==> src/rtl/noc_pkt_monitor.sv <==
// Egress-side packet monitor for the BTree NoC: per-port and total delivery counts,
// destination-address checking, and cycle count from start to NUMPE*PktLimit packets.
module noc_pkt_monitor #(
    parameter int NUMPE       = 4,
    parameter int DataWidth   = 32,
    parameter int AddrWidth   = $clog2(NUMPE),
    parameter int PktLimit    = 100,
    parameter int CycWidth    = 32,
    localparam int TotalWidth = DataWidth + AddrWidth,
    localparam int Exp        = NUMPE * PktLimit,
    localparam int CntWidth   = $clog2(Exp + 1)
) (
    input  logic                        clk100,
    input  logic                        rst,
    input  logic                        i_start,
    input  logic [NUMPE*TotalWidth-1:0] i_pe_data,
    input  logic [NUMPE-1:0]            i_pe_data_valid,
    input  logic [NUMPE-1:0]            i_pe_data_ready,
    output logic [1:0]                  o_state,
    output logic                        o_done,
    output logic [CntWidth-1:0]         o_total_pkts,
    output logic [NUMPE*CntWidth-1:0]   o_pe_pkts,
    output logic [CycWidth-1:0]         o_cycles,
    output logic                        o_addr_err,
    output logic [CntWidth-1:0]         o_addr_err_cnt,
    output logic                        o_overrun
);
    typedef enum logic [1:0] {IDLE = 2'b00, RUN = 2'b01, DONE = 2'b10} state_t;

    localparam logic [CntWidth:0] ExpFull = (CntWidth + 1)'(Exp);

    state_t              state_q, state_d;
    logic                clear, count, set_overrun;
    logic [NUMPE-1:0]    beat, misaddr;
    logic [CntWidth:0]   beat_cnt, misaddr_cnt, total_sum, err_sum;
    logic [CntWidth-1:0] total_q, err_cnt_q;
    logic [CntWidth-1:0] pe_cnt_q [NUMPE];
    logic [CycWidth-1:0] cycles_q;
    logic                addr_err_q, overrun_q, done_q;
    logic                unused_data;

    // Sums carry one spare bit so a total past all-ones clamps instead of wrapping.
    function automatic logic [CntWidth-1:0] sat(input logic [CntWidth:0] v);
        return v[CntWidth] ? '1 : v[CntWidth-1:0];
    endfunction

    // NOTE: every always_comb output gets a default first so no path can infer a latch.
    always_comb begin
        beat        = '0;
        misaddr     = '0;
        beat_cnt    = '0;
        misaddr_cnt = '0;
        for (int p = 0; p < NUMPE; p++) begin
            beat[p]     = i_pe_data_valid[p] & i_pe_data_ready[p];
            misaddr[p]  = beat[p] &&
                          (i_pe_data[p*TotalWidth + DataWidth +: AddrWidth] != AddrWidth'(p));
            beat_cnt    = beat_cnt + (CntWidth + 1)'(beat[p]);
            misaddr_cnt = misaddr_cnt + (CntWidth + 1)'(misaddr[p]);
        end
        total_sum = {1'b0, total_q} + beat_cnt;
        err_sum   = {1'b0, err_cnt_q} + misaddr_cnt;
    end

    always_comb begin
        state_d     = state_q;
        clear       = 1'b0;
        count       = 1'b0;
        set_overrun = 1'b0;
        unique case (state_q)
            IDLE: if (i_start) begin
                clear   = 1'b1;
                state_d = RUN;
            end
            RUN: begin
                count = 1'b1;
                if (total_sum >= ExpFull) state_d = DONE;
                if (total_sum > ExpFull) set_overrun = 1'b1;
            end
            DONE: begin
                if (i_start) begin
                    clear   = 1'b1;
                    state_d = RUN;
                end else if (|beat) begin
                    set_overrun = 1'b1;
                end
            end
            default: state_d = IDLE;
        endcase
    end

    // NOTE: sequential state uses non-blocking assignments only, so all registers update together.
    always_ff @(posedge clk100) begin
        if (rst) begin
            state_q <= IDLE;
            done_q  <= 1'b0;
        end else begin
            state_q <= state_d;
            done_q  <= (state_d == DONE);
        end
    end

    // NOTE: the per-port counter array is small flop storage that must read 0 after rst, so it is reset.
    always_ff @(posedge clk100) begin
        if (rst || clear) begin
            total_q    <= '0;
            err_cnt_q  <= '0;
            cycles_q   <= '0;
            addr_err_q <= 1'b0;
            overrun_q  <= 1'b0;
            for (int p = 0; p < NUMPE; p++) pe_cnt_q[p] <= '0;
        end else begin
            if (count) begin
                total_q   <= sat(total_sum);
                err_cnt_q <= sat(err_sum);
                if (cycles_q != '1) cycles_q <= cycles_q + 1'b1;
                if (|misaddr) addr_err_q <= 1'b1;
                for (int p = 0; p < NUMPE; p++)
                    if (beat[p] && pe_cnt_q[p] != '1) pe_cnt_q[p] <= pe_cnt_q[p] + 1'b1;
            end
            if (set_overrun) overrun_q <= 1'b1;
        end
    end

    for (genvar g = 0; g < NUMPE; g++) begin : g_pack
        assign o_pe_pkts[g*CntWidth +: CntWidth] = pe_cnt_q[g];
    end

    // Payload bits are never inspected; only the address field matters here.
    assign unused_data    = ^i_pe_data;

    assign o_state        = state_q;
    assign o_done         = done_q;
    assign o_total_pkts   = total_q;
    assign o_cycles       = cycles_q;
    assign o_addr_err     = addr_err_q;
    assign o_addr_err_cnt = err_cnt_q;
    assign o_overrun      = overrun_q;
endmodule

==> config.mk <==
export PLATFORM = sky130hd
export DESIGN_NAME = noc_pkt_monitor
export DESIGN_NICKNAME = d
export VERILOG_FILES = /design/src/rtl/noc_pkt_monitor.sv
export SDC_FILE = /design/constraint.sdc
export NUM_CORES = 1
export LEC_CHECK = 0
export CORE_UTILIZATION = 42
export CTS_BUF_LIST = sky130_fd_sc_hd__clkbuf_4
export CTS_CLUSTER_SIZE = 8
export DETAILED_ROUTE_END_ITERATION = 16
export PLACE_DENSITY = 0.8
export SLEW_MARGIN = 15
export SYNTH_ARGS = -nofsm -noshare
export SYNTH_HDL_FRONTEND = slang
export SYNTH_SLANG_ARGS = --single-unit
==> constraint.sdc <==
create_clock -name clk100 -period 3.9 [get_ports clk100]
set_clock_uncertainty 0.15 [all_clocks]
set_input_delay 0.585 -clock clk100 [delete_from_list [all_inputs] [get_ports clk100]]
set_output_delay 0.585 -clock clk100 [all_outputs]
set_load 0.005 [all_outputs]
==> run metrics, run 1 <==
post-synthesis async set-or-reset flop share=0%; CP Launch Point=i_pe_data_valid[0]; routed len/inst=14.80 um; post-synthesis simple-gate area fraction=around a quarter; Clock Tree Root=clkbuf_4; RSZ-0062 raised after global routing=false; CP max stage cell=fa_1; worst path cell trace=clkdlybuf4s50_1 -> nand2_1 -> fa_1 -> fa_1 -> fa_1 -> nand2b_2 -> o2111ai_2 -> o31ai_1 -> o211a_1 -> nand4b_1 -> a2111oi_2; Crit Path Max Fanout=4; Layout Area Growth over Synthesis=29.78%; Synth Flop Type=dfxtp_1; Crit path largest cell delay=0.50 ns; critical path arrival=around 4 ns; count of buffers from port buffering=109; Mean Syn Cell Area=9.254 um2; IO Pins=about 240; Setup CP Type=primary input to flop; mapped cell area=4979 um2; clk sinks=91; post-CTS setup buffers=0; worst skew pair latency=approximately 0.44 ns; delay-heaviest family, CP=adder cells; kind of end point of the critical path=flop; H-tree depth=3; total internal power=1.476 mW; cell taking the most area after synthesis=dfxtp_1; YS warnings=0; WP buf/inv=1; Post-CTS Hold Buffers=0; DIE AREA=12,290 um2; Die Ht=between 100 and 150 um; synth top area cells=dfxtp_1 (22%), edfxtp_1 (22%), nor2_1 (7.1%), xor2_1 (4.9%), xnor2_1 (4.7%); final period utilization=a little over nine tenths; Total GRT Usage=roughly a fifth; WP data required=4.10 ns; post-CTS resize count=0; FMAX=269.8 MHz; post-synthesis register bit count=just over 90; Power Total=1.965 mW; Initial Util=43.42%; final hold vios=0; Max VDD drop=about 200 uV; Startpoint Class=primary input; total power per unit cell area=304.1 nW/um2; routed vias=approximately 4,300; # rows=39; Hold Path Origin=o_cycles[1]$_SDFFE_PP0P_; CTS tree=yes; Netlist cell types=between 50 and 60; first-pass GRT wire length=between 15,000 and 20,000 um; Synth Area in Adders=6.182%; CTS max path bufs=2; Worst R2R Start=o_total_pkts[0]$_SDFFE_PP0P_; die span in x=around 110 um; final wirelength=11,860 um; worst setup margin=0.1930 ns; status=completed; Leak=2.292 nW; # setup viols final=0; post-synthesis compound-gate area fraction=9.676%; Post-Synth XOR/XNOR Area=9.676%; Hold WC Path Type=flop to flop; Comb power frac=between 10% and 20%; most common cell in the netlist=nor2_1; Slew Limit Fails=0; Seq/Total Area, Yosys=43.83%; max-cap viol count=0; EDFF count, synth=36; Sw Pwr=about 0.49 mW; Seq pwr share=between 50 and 60%; Num CTS Buffers=9; DRT iter0 DRCs=214; final instance count without filler cells=801; via/cell ratio=5.378; Util after Layout=a little under three fifths; Clock power frac=33.9%; pin count of the biggest net entering global routing=52; cell total after placement=784; Final GP Congestion=0.8476; CTS clk-pin slew, worst paths=0.14 ns; largest family of logic cells by synthesized area=simple AND/OR/NAND/NOR gates; Slew @ Worst Pin=0.4582 ns; layout cells sized above 1=~7.6%; detailed placement HPWL=8950 um; Hold WS=around 0.35 ns; fin crit period=3.707 ns; Synthesized Nets=slightly above 700; Slew Limit Headroom=69.34%; DR pass1 iterations=4; vias in the first global route=about 4,000; most frequent cells after synthesis=nor2_1 (94), dfxtp_1 (55), nand2_1 (41); initial antenna violation count=1; share of the synthesized area in the top cell type=around 22%; core footprint=11,470 um2; DRC=0; dpl ws=-0.2985 ns; GRT overflow=0; Post-Syn Instances=around 540; multiplexer share of the synthesized area=less than 1%; layout net count=820; most used cell, CP=fa_1; Final ANT Viol Nets=0; sw frac=24.89%
## path summary, 6_finish.rpt
check                                           endpoint  slack [ns]  cells after the start
worst max-delay path               o_state[0]$_SDFF_PP0_        0.19                     11
worst min-delay path            o_cycles[1]$_SDFFE_PP0P_        0.35                      2
worst max register to register     o_state[0]$_SDFF_PP0_        0.45                     10
worst min register to register  o_cycles[1]$_SDFFE_PP0P_        0.35                      2
## through the flow
stage	setup TNS [ns]	instance area, um2
2_1_floorplan	0	4979
3_3_place_gp	-0.6187	6259
3_5_place_dp	-0.8172	6259
4_1_cts	0	6450
5_1_grt	0	6461
6_report	0	6461
## logic make-up after synthesis
| logic type | count (synthesis) |
|---|---|
| multiplexers | 2 |
| adder cells (fa/ha/maj) | 21 |
| AND/OR/NAND/NOR | 253 |
| AO/OA/AOI/OAI | 73 |
| flip-flops | 91 |
| XOR/XNOR | 55 |
| buffers and inverters | 43 |
## flip-flops by register name (all words and copies together) (netlist names)
name	count
o_state	2
o_addr_err_cnt	9
o_total_pkts	9
o_cycles	32
o_addr_err	1
o_done	1
pe_cnt_q	36
o_overrun	1
## tightest hold or removal path, delay by kind of cell (launching register included)
family	cells	cell delay, ns
AND/OR/NAND/NOR	1	0.06
flip-flops	1	0.36
AO/OA/AOI/OAI	1	0.05
## layer usage
metal | share of wire [%] | vias up | track usage [%] | wire [um]
li1 | - | 2115 | - | -
met1 | 48 | 2055 | 27.67 | 5641
met2 | 44 | 117 | 28.82 | 5251
met3 | 5.9 | 21 | 4.265 | 694
met4 | 2.3 | 0 | 8.711 | 270
met5 | 0 | - | 0 | 0
## power by group through the flow
stage | Combinational [mW] | Clock (mW) | Sequential (mW)
global placement | 0.232 | 0 | 1.08
CTS | 0.240 | 0.686 | 1.06
floorplan | 0.115 | 0 | 1.08
finish | 0.238 | 0.666 | 1.06
global route | 0.262 | 0.719 | 1.07
detailed placement | 0.239 | 0 | 1.08
## area by class of cell
| cell class | count | area, um2 |
|---|---|---|
| fill | 1039 | 5006 |
| multi-input combinational | 404 | 2615 |
| sequential | 91 | 2182 |
| timing repair buffer | 122 | 1201 |
| tap | 143 | 178.9 |
| clock inverter | 7 | 123.9 |
| inverter | 24 | 90.09 |
| clock buffer | 9 | 67.56 |
| antenna | 1 | 2.502 |
## layout by cell type (no fill, tap or decap), drive strengths merged, types with 15 or more instances in the layout
cell,instances
a21oi,25
and3,16
clkdlybuf4s50,109
dfxtp,55
edfxtp,36
ha,15
inv,25
nand2,41
nand3,27
nand4,15
nor2,94
o21ai,17
or3,17
xnor2,27
xor2,28
No activity file was read; power rests on OpenSTA's default activity.
==> run 2: changes to the inputs <==
--- a/config.mk
+++ b/config.mk
@@ -5,11 +5,11 @@
 export SDC_FILE = /design/constraint.sdc
 export NUM_CORES = 1
 export LEC_CHECK = 0
-export CORE_UTILIZATION = 42
+export CORE_UTILIZATION = 38
 export CTS_BUF_LIST = sky130_fd_sc_hd__clkbuf_4
 export CTS_CLUSTER_SIZE = 8
 export DETAILED_ROUTE_END_ITERATION = 16
-export PLACE_DENSITY = 0.8
+export PLACE_DENSITY = 0.76
 export SLEW_MARGIN = 15
 export SYNTH_ARGS = -nofsm -noshare
 export SYNTH_HDL_FRONTEND = slang
==> constraint.sdc (replaced) <==
create_clock -name clk100 -period 3.3 [get_ports clk100]
set_clock_uncertainty 0.15 [all_clocks]
set_input_delay 0.495 -clock clk100 [delete_from_list [all_inputs] [get_ports clk100]]
set_output_delay 0.495 -clock clk100 [all_outputs]
set_load 0.005 [all_outputs]
==> run 2 against run 1 <==
Against the previous run: sequential power up 19%; clock power up 21%; global-route usage up 0.45 points; utilization down 4.4 points; cell count up 4.5%; register-to-register slack worse by 0.43 ns; design area up 2.3%; hold slack better by 0.016 ns; first-iteration DRC count up 48%; via count up 1.1%; wire length up 9.6%.
==> run metrics, run 2 (same netlist as run 1, synthesis figures left out) <==
Slew Limit Headroom=65.16% (-4.2 points); Biggest register=pe_cnt_q; routed vias=4,356 (+1.1%); pin count of the biggest net entering global routing=42 (-19%); initial antenna violation count=1 (unchanged); layout cells sized above 1=9.940% (+2.3 points); fin crit period=3.282 ns; GRT busiest layer=met2; Total GRT Usage=20.09% (+0.45 points); via/cell ratio=5.204 (-3.2%); core footprint=12,720 um2 (+11%); CTS clk-pin slew, worst paths=0.14 ns (about the same); die span in x=116.5 um (+5.0%); Initial Util=39.13% (-4.3 points); clk sinks=91 (unchanged); M1 GR Usage=26.03% (-1.6 points); CTS tree=yes; count of buffers from port buffering=109 (unchanged); worst skew pair latency=0.49 ns (+0.05 ns); DR pass1 iterations=4 (unchanged); fill count=1,190 (+15%); Clock Tree Root=clkbuf_4; H-tree depth=3 (unchanged); Post-CTS Hold Buffers=0 (unchanged); Max VDD drop=190.8 uV (-4.4%); Die Ht=116.5 um (+5.0%); final period utilization=between 90 and 100%; DIE AREA=13,560 um2 (+10%); status=completed; RSZ-0062 raised after global routing=true; grt met3 use=7.836% (+3.6 points); Setup CP Type=flop to flop; Util after Layout=51.96% (-4.4 points); # rows=41 (+5.1%); DRT iter0 DRCs=316 (+48%); Startpoint Class=flop; Power Total=2.353 mW (+20%); Num CTS Buffers=9 (unchanged); kind of end point of the critical path=flop; final hold vios=0 (unchanged); GR Layer Usage met2=30.26% (+1.4 points); Slew @ Worst Pin=0.5178 ns (+0.05965 ns); Layout Area Growth over Synthesis=32.77%; WP data required=3.53 ns (-0.57 ns); Leak=2.378 nW (+3.8%); commonest non-fill, non-tap cell in the layout=clkdlybuf4s50_1; detailed placement HPWL=9509 um (+6.2%); CTS max path bufs=2 (unchanged); layout net count=827 (+0.85%); max FFs per register=36 (unchanged); total power per unit cell area=355.9 nW/um2 (+17%); Final ANT Viol Nets=0 (unchanged); first-pass GRT wire length=20,870 um (+6.5%); Hold WC Path Type=flop to flop; max-cap viol count=0 (unchanged); DRC=0 (unchanged); commonest cells after routing, fill and taps aside=clkdlybuf4s50_1 (105), nor2_1 (94), dfxtp_1 (54); vias in the first global route=4,210 (+4.9%); Crit Path Max Fanout=4 (unchanged); Slew Limit Fails=0 (unchanged); critical path arrival=3.51 ns (-0.40 ns); Final GP Congestion=0.9015 (+6.4%); # setup viols final=0 (unchanged); IO Pins=238 (unchanged); FMAX=304.6 MHz; final wirelength=12,990 um (+9.6%); routed len/inst=15.52 um (+4.9%); flop2flop setup slack=0.02 ns (-0.43 ns); GRT overflow=0 (unchanged)
-- run 2: cell type report --
class                           count  area [um2]  area share [%]
Timing Repair Buffer              129        1264           19.12
Clock buffer                        9       67.56           1.022
Clock inverter                      7       123.9           1.874
Antenna cell                        1       2.502         0.03786
Sequential cell                    91        2183           33.03
Inverter                           24       90.09           1.363
Multi-Input combinational cell    404        2664           40.30
Tap cell                          172       215.2           3.256
-- run 2: worst paths after layout --
check                                    start                       to  cells after the start
setup / recovery  o_total_pkts[0]$_SDFFE_PP0P_    o_state[0]$_SDFF_PP0_                     10
hold / removal         o_addr_err$_SDFFE_PP0P_  o_addr_err$_SDFFE_PP0P_                      2
setup reg to reg  o_total_pkts[0]$_SDFFE_PP0P_    o_state[0]$_SDFF_PP0_                     10
hold reg to reg        o_addr_err$_SDFFE_PP0P_  o_addr_err$_SDFFE_PP0P_                      2
-- run 2: through the flow --
stage	setup TNS, ns	area, um2	hold WS [ns]	std cells	setup slack, ns
2_1_floorplan	0	4994	0.3104	538	0.01701
3_3_place_gp	-3.688	6347	0.3418	818	-0.5328
3_5_place_dp	-4.760	6347	0.3408	818	-0.6078
4_1_cts	0	6551	0.3720	834	0.006540
5_1_grt	-0.1622	6610	0.3987	837	-0.09027
6_report	0	6610	0.3688	837	0.01752
-- run 2: power breakdown --
part           leakage, nW  internal, mW  switching [mW]
sequential           0.840          1.21          0.0465
combinational         1.44         0.149           0.138
clock                0.102         0.391           0.419
-- run 2: layer usage --
layer  share of wire, %  routed length (um)
met4                1.5                 195
met5                  0                   0
met2                 46                5920
met1                 45                5812
met3                8.2                1064
-- run 2: timing repair --
item | 4_1_cts | 5_1_grt
pin swaps | 4 | 11
buffers inserted | 0 | 2
resized for setup | 2 | 12
setup endpoints to repair | 3 | 4
-- run 2: critical path: stages (launching register included) --
cell	delay [ns]
dfxtp_2	0.36
inv_2	0.05
fa_1	0.50
fa_2	0.38
fa_2	0.42
nand2b_4	0.18
o2111ai_4	0.22
o31ai_4	0.11
o211a_1	0.24
nand4b_1	0.21
a2111oi_2	0.38
